[config.mk]
export PLATFORM = sky130hd
export DESIGN_NAME = approx_mult_pipe
export DESIGN_NICKNAME = d
export VERILOG_FILES = /design/src/rtl/approx_mult_pipe.sv
export SDC_FILE = /design/constraint.sdc
export NUM_CORES = 1
export LEC_CHECK = 0
export BUFFER_PORTS_ARGS = -buffer_cell sky130_fd_sc_hd__buf_2
export CAP_MARGIN = 30
export CELL_PAD_IN_SITES_DETAIL_PLACEMENT = 0
export CELL_PAD_IN_SITES_GLOBAL_PLACEMENT = 1
export CORE_MARGIN = 2
export CORE_UTILIZATION = 30
export CTS_CLUSTER_DIAMETER = 100
export DETAILED_ROUTE_END_ITERATION = 8
export GPL_TIMING_DRIVEN = 1
export PLACE_DENSITY = 0.59
export SKIP_CTS_REPAIR_TIMING = 1
export SLEW_MARGIN = 15
export SYNTH_ARGS = -nofsm -noshare
export SYNTH_HDL_FRONTEND = slang
export SYNTH_SLANG_ARGS = --single-unit
[constraint.sdc]
create_clock -name clk -period 4.56 [get_ports clk]
set_input_delay 0.456 -clock clk [delete_from_list [all_inputs] [get_ports clk]]
set_output_delay 0.456 -clock clk [all_outputs]
set_load 0.02 [all_outputs]
[src/rtl/approx_mult_pipe.sv]
// approx_mult_pipe: two-stage valid/ready unsigned multiplier.
// Each transaction selects an exact, truncated or OR-compressed product.
// A wrapping counter tracks how many products have been delivered.
module approx_mult_pipe #(
  parameter int unsigned WIDTH = 8,
  parameter int unsigned K     = 4,
  parameter int unsigned CNT_W = 16
) (
  input  logic                 clk,
  input  logic                 rst,
  input  logic                 in_valid,
  output logic                 in_ready,
  input  logic [WIDTH-1:0]     x,
  input  logic [WIDTH-1:0]     y,
  input  logic [1:0]           mode,
  output logic                 out_valid,
  input  logic                 out_ready,
  output logic [2*WIDTH-1:0]   z,
  output logic [1:0]           out_mode,
  output logic [CNT_W-1:0]     op_count
);

  typedef enum logic [1:0] {
    MODE_EXACT = 2'b00,
    MODE_TRUNC = 2'b01,
    MODE_ORC   = 2'b10,
    MODE_RSVD  = 2'b11
  } mode_e;

  logic                 s1_valid;
  logic [WIDTH-1:0]     s1_x;
  logic [WIDTH-1:0]     s1_y;
  logic [1:0]           s1_mode;

  logic                 s2_free;
  logic                 s1_free;

  logic [2*WIDTH-1:0]   exact;
  logic [2*WIDTH-1:0]   hi_sum;
  logic [2*WIDTH-1:0]   low_or;
  logic [2*WIDTH-1:0]   term;
  logic [2*WIDTH-1:0]   prod;

  // Handshake flow control: a stage is free when empty or draining this cycle
  always_comb begin
    s2_free  = !out_valid || out_ready;
    s1_free  = !s1_valid || s2_free;
    in_ready = s1_free;
  end

  // Product from S1 operands. Columns >= K are summed exactly; columns < K are
  // collected as a per-column OR, one bit per column, so no carries arise there.
  always_comb begin
    exact  = (2*WIDTH)'(s1_x) * (2*WIDTH)'(s1_y);
    hi_sum = '0;
    low_or = '0;
    term   = '0;
    for (int unsigned i = 0; i < WIDTH; i++) begin
      for (int unsigned j = 0; j < WIDTH; j++) begin
        term = (2*WIDTH)'(s1_x[i] & s1_y[j]) << (i + j);
        if (i + j >= K) begin
          hi_sum = hi_sum + term;
        end else begin
          low_or = low_or | term;
        end
      end
    end
    case (mode_e'(s1_mode))
      MODE_TRUNC: prod = hi_sum;
      MODE_ORC:   prod = hi_sum | low_or;
      default:    prod = exact;
    endcase
  end

  // S1: capture operands on input handshake, otherwise empty out when drained
  always_ff @(posedge clk or posedge rst) begin
    if (rst) begin
      s1_valid <= 1'b0;
      s1_x     <= '0;
      s1_y     <= '0;
      s1_mode  <= '0;
    end else if (s1_free) begin
      s1_valid <= in_valid;
      if (in_valid) begin
        s1_x    <= x;
        s1_y    <= y;
        s1_mode <= mode;
      end
    end
  end

  // S2: load product from S1 when free; z/out_mode hold while stalled
  always_ff @(posedge clk or posedge rst) begin
    if (rst) begin
      out_valid <= 1'b0;
      z         <= '0;
      out_mode  <= '0;
    end else if (s2_free) begin
      out_valid <= s1_valid;
      if (s1_valid) begin
        z        <= prod;
        out_mode <= s1_mode;
      end
    end
  end

  // Delivered-product counter, wraps naturally at 2^CNT_W
  always_ff @(posedge clk or posedge rst) begin
    if (rst) begin
      op_count <= '0;
    end else if (out_valid && out_ready) begin
      op_count <= op_count + CNT_W'(1);
    end
  end

endmodule
==> impl_metrics.json, run 1 <==
{
  "fin_crit_ns": 4.52,
  "clk_latency_ns": 0.31,
  "layout.nets": 853,
  "diodes": 0,
  "critPathMaxFanout": 4,
  "synth.net_count": 759,
  "drt_iter0_drc": 173,
  "wirelength_mm": 14.3,
  "dieArea_mm2": 0.0203,
  "synth_edf_count": 0,
  "syn_to_final_growth_pct": 21.9,
  "critPathKind": "flip-flop to flip-flop",
  "fillCellCount": 1928,
  "antenna_found_initial": 0,
  "async_flop_share": 1.00,
  "fin_crit_sh": 0.991,
  "start_util": 0.306,
  "dpl_worst_slack_ns": -0.0538,
  "fmax_mhz": 221,
  "yosys_most_used_dff": "dfrtp_1",
  "synthCells": 607,
  "drc_errors": 0,
  "cts_buffers": 5,
  "synth.avg_cell_area_um2": 9.47,
  "yosys_register_bits": 54,
  "htreeDepth": 2,
  "cts.clk_slew.worst_paths_ns": 0.08,
  "overflow": 0,
  "clockBufferDepth": 2,
  "fin_worst_skew_ns": 0.00756,
  "ant_nets": 0,
  "rsz0062_at_grt": "yes",
  "synth.distinct_cells": 53,
  "grt_max_degree": 55,
  "setup_violations": 0,
  "crit_path_start_kind": "flip-flop",
  "buffer_ports.inserted": 57,
  "grt_pass1_wl_mm": 24.3,
  "yosysSeqAreaShare": 0.235,
  "cp-end-kind": "flip-flop",
  "io-pin-count": 58,
  "dieWidth_um": 142,
  "core.rowCount": 50,
  "fp.dieH_um": 142,
  "hold_violations": 0,
  "critPathRequiredTime_ns": 4.76,
  "vias_per_cell": 4.63,
  "cap_viol_max_count": 0,
  "dp_hpwl_mm": 11.8,
  "core-area_mm2": 0.0188,
  "arrival_ns": 4.71,
  "clock-root-buffer": "clkbuf_16",
  "finish.utilization": 0.373,
  "maxSlewHeadroom": 0.376,
  "post_drt_wl_per_cell_um": 15.3,
  "worst_slew_pin_slew_ns": 0.934,
  "syn_area_mm2": 0.00575,
  "synth_warnings": 0,
  "grt_pass1_vias": 4788,
  "cts_sinks": 54,
  "gp_congestion": 0.804,
  "grt.total_usage": 0.153,
  "slew_viol_final": 0,
  "cts_tree": "done",
  "status": "finished, final reports clean",
  "drive_gt1_frac": 0.256,
  "setup_ws_ns": 0.0414,
  "hp-class": "input port to async pin",
  "dr.pass1.iters": 4,
  "num_vias": 4334
}
-- metrics by stage --
stage,instance area [um2],hold WS [ns],std cells,setup TNS [ns]
detailed placement,6560,0.460,920,-0.147
floorplan,5750,0.471,607,0
finish,7010,0.343,936,0
CTS,6730,0.339,928,-0.210
global route,7010,0.347,936,-0.251
global placement,6560,0.456,920,-0.0355
-- flip-flops by register name, summed over array words and instances (netlist names) --
register / cells
z: 16
s1_mode: 2
out_mode: 2
s1_y: 8
s1_valid: 1
out_valid: 1
s1_x: 8
op_count: 16
-- layer usage --
layer / vias up / track usage / part of all wire
met5: - / 0 / 0
met4: 0 / 0.0448 / 0.018
met3: 17 / 0.0185 / 0.022
met2: 41 / 0.273 / 0.50
met1: 2162 / 0.195 / 0.46
li1: 2114 / - / -
-- logic make-up (layout without fill, tap and decap cells) --
group,after synthesis,after routing,share of synthesized area
buffers and inverters,140,235,0.0918
muxes,21,21,0.0409
xor gates and xnor gates,28,28,0.0426
adders and majority gates,130,130,0.370
AOI/OAI and AO/OA,74,74,0.0864
and+or+nand+nor,160,160,0.133
DFF,54,54,0.235
-- placed cells by master (no fill, tap or decap), types with 14 or more instances in the layout --
cell type  count
xnor2_1       21
and2_1        21
buf_2         57
inv_1        116
fa_1          62
a21oi_1       14
dfrtp_1       44
nand2_1       62
ha_1          58
nor2_1        24
buf_4         42
-- worst paths after layout --
kind | start | end | slack (ns) | cells after the start
min in group clk | y[1] | s1_y[1]$_DFFE_PP0P_ | 0.35 | 2
hold reg to reg | op_count[15]$_DFFE_PP0P_ | op_count[15]$_DFFE_PP0P_ | 0.47 | 1
hold / removal | rst | op_count[15]$_DFFE_PP0P_ | 0.34 | 3
max in group asynchronous | rst | s1_y[3]$_DFFE_PP0P_ | 3.71 | 3
setup / recovery | s1_x[6]$_DFFE_PP0P_ | z[13]$_DFFE_PP0P_ | 0.04 | 18
setup reg to reg | s1_x[6]$_DFFE_PP0P_ | z[13]$_DFFE_PP0P_ | 0.04 | 18
-- layout make-up --
type,instances,area (um2),share of cell area
clock buffers,5,125,0.0179
repair buffers,104,657,0.0937
inverters,123,462,0.0659
multi-input cells,413,4060,0.579
well taps,234,293,0.0418
flip-flops and latches,54,1360,0.195
clock inverters,3,47.5,0.00678
-- synthesized netlist by cell type (all sizes together) (4+ instances only) --
cell | number | area, um2
o21a | 5 | 37.5
dfrtp | 54 | 1350
and3 | 4 | 25.0
ha | 63 | 788
mux2 | 20 | 225
nor2 | 24 | 90.1
nor3 | 5 | 25.0
o21ai | 22 | 110
and2 | 24 | 153
a21oi | 17 | 88.8
nor2b | 4 | 40.0
xnor2 | 21 | 184
xor2 | 7 | 61.3
inv | 123 | 462
or3 | 5 | 31.3
nand2 | 71 | 267
fa | 67 | 1340
clkbuf | 15 | 56.3
nand2b | 4 | 25.0
nand3 | 12 | 60.1
-- critical path: stages, from the launching register on --
cell and delay [ns]:
dfrtp_1 0.39, and2_4 0.16, inv_2 0.04, fa_1 0.54, inv_2 0.04, fa_1 0.50, fa_1 0.52, inv_2 0.04
fa_1 0.47, inv_1 0.04, ha_2 0.19, inv_2 0.06, fa_2 0.22, nor2b_4 0.04, o31a_1 0.32, o21a_1 0.20
or3_1 0.37, a31oi_1 0.17, a21oi_1 0.09
Power of run 1 is left out: the tool's default activity adds up to more than one toggle a clock period on the data nets, which glitch-free logic cannot reach.
==> run 2, diff against run 1 <==
Settings changed: ABC_AREA from default to 1, PLACE_DENSITY 0.59 to 0.61.
==> run 2 against run 1 <==
  * Sequential cell count unchanged
  * Final cell count increased by 14%
  * Clock skew about the same
  * First-iteration DRC count increased by 9.8%
  * Synthesized area increased by 5.0%
  * Synthesized cell count increased by 22%
  * Die area increased by 4.9%
  * Critical path depth increased by 2
  * Worst setup slack improved by 0.20 ns
  * Utilization decreased by 2.1 points
==> impl_metrics.json, run 2 <==
{
  "yosys-top-cells-area": "dfrtp_1 22%, fa_1 22%, ha_1 13%",
  "dp_hpwl_mm": 12.8,
  "fp.dieH_um": 146,
  "htreeDepth": 2,
  "clockBufferDepth": 2,
  "yosysSeqAreaShare": 0.224,
  "diodes": 0,
  "layout_common_cells": "184 x inv_1, 174 x nand2_1, 67 x fa_1, 63 x ha_1, 57 x buf_2",
  "critPathMostFrequentCell": "nand2_1",
  "arrival_ns": 4.51,
  "fmax_mhz": 232,
  "grt_pass1_wl_mm": 24.5,
  "setup_tns_ns": 0,
  "cts_buffers": 5,
  "yosys_register_bits": 54,
  "buffer_ports.inserted": 57,
  "post_drt_wl_per_cell_um": 14.0,
  "fin_worst_skew_ns": 0.00779,
  "layout_commonest_cell": "inv_1",
  "vias_per_cell": 4.32,
  "critPathKind": "flip-flop to flip-flop",
  "wirelength_mm": 15.0,
  "async_flop_share": 1.00,
  "slew_viol_final": 0,
  "clock-root-buffer": "clkbuf_16",
  "critPathMaxFanout": 5,
  "crit_buf_inv": 4,
  "synth_warnings": 0,
  "dr.pass1.iters": 5,
  "syn_area_mm2": 0.00604,
  "cts_sinks": 54,
  "worst_slew_pin_slew_ns": 0.896,
  "synth.net_count": 894,
  "fin_crit_sh": 0.947,
  "clk_latency_ns": 0.30,
  "regToRegStartpoint": "s1_y[6]$_DFFE_PP0P_",
  "ant_nets": 0,
  "num_vias": 4624,
  "gp_congestion": 0.854,
  "grt.total_usage": 0.144,
  "status": "finished, final reports clean",
  "cp-startpoint": "s1_y[6]$_DFFE_PP0P_",
  "antenna_found_initial": 0,
  "crit_path_start_kind": "flip-flop",
  "grt_max_degree": 55,
  "synth_edf_count": 0,
  "wl_met1_mm": 7.43,
  "maxSlewHeadroom": 0.401,
  "path_cells": "nand2_1 -> fa_1 -> inv_1 -> fa_1 -> fa_1 -> inv_1 -> fa_1 -> inv_1 -> ha_1 -> inv_1 -> fa_1 -> nand3b_1 -> nand2_2 -> nand3_1 -> nand2_1 -> nand2_1 -> nand3_1 -> nand2_1 -> nand2_1 -> nand2_1",
  "yosys_most_used_dff": "dfrtp_1",
  "dieArea_mm2": 0.0213,
  "hold_violations": 0,
  "met2RoutedLength_mm": 6.79,
  "setup_violations": 0,
  "hp-class": "input port to async pin",
  "cp_top_family": "adder cells",
  "synth_commonest_cells": "185 x inv_1, 177 x nand2_1, 67 x fa_1, 63 x ha_1, 54 x dfrtp_1",
  "drc_errors": 0,
  "fin_crit_ns": 4.32,
  "core.rowCount": 51,
  "reg.largest.list": "op_count x16, z x16",
  "synth.most_common_cell": "inv_1",
  "grt_pass1_vias": 4516,
  "cts.clk_slew.worst_paths_ns": 0.07,
  "layout.nets": 956,
  "dieWidth_um": 146,
  "synth_top_cell_area_share": 0.224,
  "cp-end-kind": "flip-flop",
  "core-area_mm2": 0.0196,
  "critPathRequiredTime_ns": 4.75,
  "syn_to_final_growth_pct": 14.3,
  "cp_slowest_stage_delay_ns": 0.56,
  "start_util": 0.308,
  "drt_iter0_drc": 190,
  "drive_gt1_frac": 0.164,
  "synth.avg_cell_area_um2": 8.14,
  "synthCells": 742,
  "routed-wl-met3_um": 521,
  "rsz0062_at_grt": "no",
  "cap_viol_max_count": 0,
  "critPathSlowestCell": "fa_1",
  "top_layer": "met4",
  "synth_area_leader_cell": "dfrtp_1",
  "overflow": 0,
  "synth.distinct_cells": 32,
  "io-pin-count": 58,
  "cts_tree": "done"
}
run 2: cell count changes in the layout (fill, tap and decap cells not counted), moves of 12 or more:
| cell | previous run | this run |
|---|---|---|
| and2_1 | 21 | 0 |
| nand3_1 | 12 | 31 |
| nand2_1 | 62 | 174 |
| nor2_1 | 24 | 36 |
| xnor2_1 | 21 | 9 |
| buf_4 | 42 | 20 |
| a21oi_1 | 14 | 26 |
| inv_1 | 116 | 184 |
run 2: through the flow:
stage          setup WS (ns)  instance area (um2)   util  hold WS [ns]  std cells
6_report               0.243                 6900  0.352         0.345       1070
5_1_grt              0.00607                 6900  0.352         0.376       1070
4_1_cts                0.118                 6870  0.351         0.378       1070
3_5_place_dp           0.141                 6720  0.343         0.465       1062
3_3_place_gp           0.181                 6720  0.343         0.462       1062
2_1_floorplan          0.325                 6040      -         0.522        742
run 2: layout make-up:
type                            count  area, um2
Clock buffer                        6        139
Clock inverter                      2       16.3
Multi-Input combinational cell    480       3920
Timing Repair Buffer               77        435
Fill cell                        2087      12700
Tap cell                          265        332
Inverter                          186        698
Sequential cell                    54       1370
run 2: path summary, 6_finish.rpt:
| check | depth (start not counted) | endpoint | slack, ns |
|---|---|---|---|
| max in group asynchronous | 3 | s1_x[5]$_DFFE_PP0P_ | 3.69 |
| worst min register to register | 2 | z[13]$_DFFE_PP0P_ | 0.48 |
| worst min-delay path | 3 | z[5]$_DFFE_PP0P_ | 0.35 |
| worst max register to register | 20 | z[13]$_DFFE_PP0P_ | 0.24 |
| min in group clk | 2 | s1_x[2]$_DFFE_PP0P_ | 0.38 |
| worst max-delay path | 20 | z[13]$_DFFE_PP0P_ | 0.24 |
run 2: logic make-up after synthesis:
group,synth area share
xor+xnor,0.0305
fa+ha+maj,0.353
simple gates,0.195
compound gates,0.0383
mux,0.0298
buf+inv,0.130
flops,0.224
run 2: worst register-to-register path, cell delays in order (launching register included):
cell and delay (ns):
dfrtp_2 0.44, nand2_1 0.14, fa_1 0.56, inv_1 0.05
fa_1 0.46, fa_1 0.55, inv_1 0.06, fa_1 0.46
inv_1 0.07, ha_1 0.20, inv_1 0.06, fa_1 0.41
nand3b_1 0.20, nand2_2 0.12, nand3_1 0.09, nand2_1 0.07
nand2_1 0.04, nand3_1 0.06, nand2_1 0.06, nand2_1 0.06
nand2_1 0.05
run 2: routing by layer:
metal  vias up  GRT usage
met5         -          0
met4         0     0.0260
met3        10     0.0172
met2        86      0.229
met1      2186      0.214
li1       2342          -
Power of run 2 is left out for the same reason.
==> run 3, diff against run 2 <==
Settings changed: MAX_ROUTING_LAYER from default to met4.
==> run 3 against run 2 <==
  * Final cell count unchanged
  * Routed wire length about the same
  * Clock-buffer cell count unchanged
  * Sequential cell count unchanged
  * Worst setup slack better by 0.0070 ns
  * Maximum frequency up 0.16%
  * Critical path type unchanged
  * Die area unchanged
  * Global-route usage up 0.46 points
  * Worst hold slack worse by 0.0019 ns
  * Critical path depth unchanged
  * First-iteration DRC count up 4.7%
==> impl_metrics.json, run 3 (synthesized netlist as in run 2, its figures left out) <==
{
  "drive_gt1_frac": 0.164,
  "cts_buffers": 5,
  "critPathMaxFanout": 5,
  "crit_buf_inv": 4,
  "arrival_ns": 4.50,
  "critPathRequiredTime_ns": 4.75,
  "setup_tns_ns": 0,
  "clock-root-buffer": "clkbuf_16",
  "antenna_found_initial": 0,
  "dp_hpwl_mm": 12.8,
  "cts.clk_slew.worst_paths_ns": 0.07,
  "clk_latency_ns": 0.30,
  "layout_commonest_cell": "inv_1",
  "overflow": 0,
  "syn_to_final_growth_pct": 14.3,
  "grt_pass1_wl_mm": 24.5,
  "reg2reg_depth": 20,
  "fp.dieH_um": 146,
  "diodes": 0,
  "regToRegStartpoint": "s1_y[6]$_DFFE_PP0P_",
  "setup_violations": 0,
  "vias_per_cell": 4.30,
  "worst_slew_pin_slew_ns": 0.891,
  "whs_ns": 0.343,
  "fin_crit_sh": 0.945,
  "r2r_slack_ns": 0.25,
  "cp_top_family": "adder cells",
  "crit_path_start_kind": "flip-flop",
  "rsz0062_at_grt": "no",
  "maxSlewHeadroom": 0.405,
  "layout.nets": 956,
  "clockBufferDepth": 2,
  "critPathKind": "flip-flop to flip-flop",
  "path_cells": "nand2_1 -> fa_1 -> inv_1 -> fa_1 -> fa_1 -> inv_1 -> fa_1 -> inv_1 -> ha_1 -> inv_1 -> fa_1 -> nand3b_1 -> nand2_2 -> nand3_1 -> nand2_1 -> nand2_1 -> nand3_1 -> nand2_1 -> nand2_1 -> nand2_1",
  "core.rowCount": 51,
  "fin_crit_ns": 4.31,
  "fin_worst_skew_ns": 0.00964,
  "dieWidth_um": 146,
  "r2r-end": "z[13]$_DFFE_PP0P_",
  "critPathMostFrequentCell": "nand2_1",
  "io-pin-count": 58,
  "cts_sinks": 54,
  "htreeDepth": 2,
  "core-area_mm2": 0.0196,
  "drc_errors": 0,
  "cts_tree": "done",
  "fillCellCount": 2087,
  "hp-class": "input port to async pin",
  "drt_iter0_drc": 199,
  "grt_pass1_vias": 4516,
  "dieArea_mm2": 0.0213,
  "cp_slowest_stage_delay_ns": 0.56,
  "wirelength_mm": 15.0,
  "slew_viol_final": 0,
  "gp_congestion": 0.867,
  "grt_max_degree": 55,
  "post_drt_wl_per_cell_um": 14.0,
  "hold_violations": 0,
  "layout_common_cells": "184 x inv_1, 174 x nand2_1, 67 x fa_1, 63 x ha_1, 57 x buf_2",
  "cap_viol_max_count": 0,
  "buffer_ports.inserted": 57,
  "dr.pass1.iters": 6,
  "start_util": 0.308,
  "ant_nets": 0,
  "critPathSlowestCell": "fa_1",
  "reg.largest.list": "op_count x16, z x16",
  "grt.total_usage": 0.149,
  "status": "finished, final reports clean",
  "fmax_mhz": 232,
  "num_vias": 4602,
  "cp-end-kind": "flip-flop"
}
run 3: cell counts in the layout (fill, tap and decap cells not counted):
Identical to the previous run, type by type.
run 3: worst reg2reg max path: cells and delay by family (launching register included):
kind / cells / cell delay (ns)
adders and majority gates: 6 / 2.64
and+or+nand+nor: 10 / 0.89
DFF: 1 / 0.43
buffers and inverters: 4 / 0.24
run 3: cell type report:
class | count | area (um2) | share of cell area
Sequential cell | 54 | 1370 | 0.198
Clock inverter | 2 | 16.3 | 0.00236
Tap cell | 265 | 332 | 0.0481
Timing Repair Buffer | 77 | 435 | 0.0631
Clock buffer | 6 | 139 | 0.0201
Multi-Input combinational cell | 480 | 3920 | 0.567
Inverter | 186 | 698 | 0.101
run 3: metrics by stage:
stage | utilization | cells | instance area (um2) | setup WS [ns]
after floorplan | - | 742 | 6040 | 0.325
after global placement | 0.343 | 1062 | 6720 | 0.181
after detailed placement | 0.343 | 1062 | 6720 | 0.141
after CTS | 0.351 | 1070 | 6870 | 0.118
after global routing | 0.352 | 1070 | 6900 | 0.00545
final | 0.352 | 1070 | 6900 | 0.250
run 3: per-layer routing:
metal | GRT usage | vias to the layer above | routed length, um
met3 | 0.0163 | 10 | 358
li1 | - | 2343 | -
met4 | 0.0260 | 0 | 221
met1 | 0.215 | 2191 | 7580
met2 | 0.229 | 58 | 6820
met5 | - | - | 0
run 3: how the worst max path moves through the flow:
stage / start / end / slack [ns] / cells after the start
after floorplan: s1_y[7]$_DFFE_PP0P_ / z[13]$_DFFE_PP0P_ / 0.32 / 21
after global placement: s1_y[6]$_DFFE_PP0P_ / z[15]$_DFFE_PP0P_ / 0.18 / 20
after detailed placement: s1_y[6]$_DFFE_PP0P_ / z[13]$_DFFE_PP0P_ / 0.14 / 20
after CTS: s1_y[6]$_DFFE_PP0P_ / z[13]$_DFFE_PP0P_ / 0.12 / 20
after global routing: s1_y[6]$_DFFE_PP0P_ / z[13]$_DFFE_PP0P_ / 0.005 / 20
final: s1_y[6]$_DFFE_PP0P_ / z[13]$_DFFE_PP0P_ / 0.25 / 20
Power of run 3 is left out for the same reason.
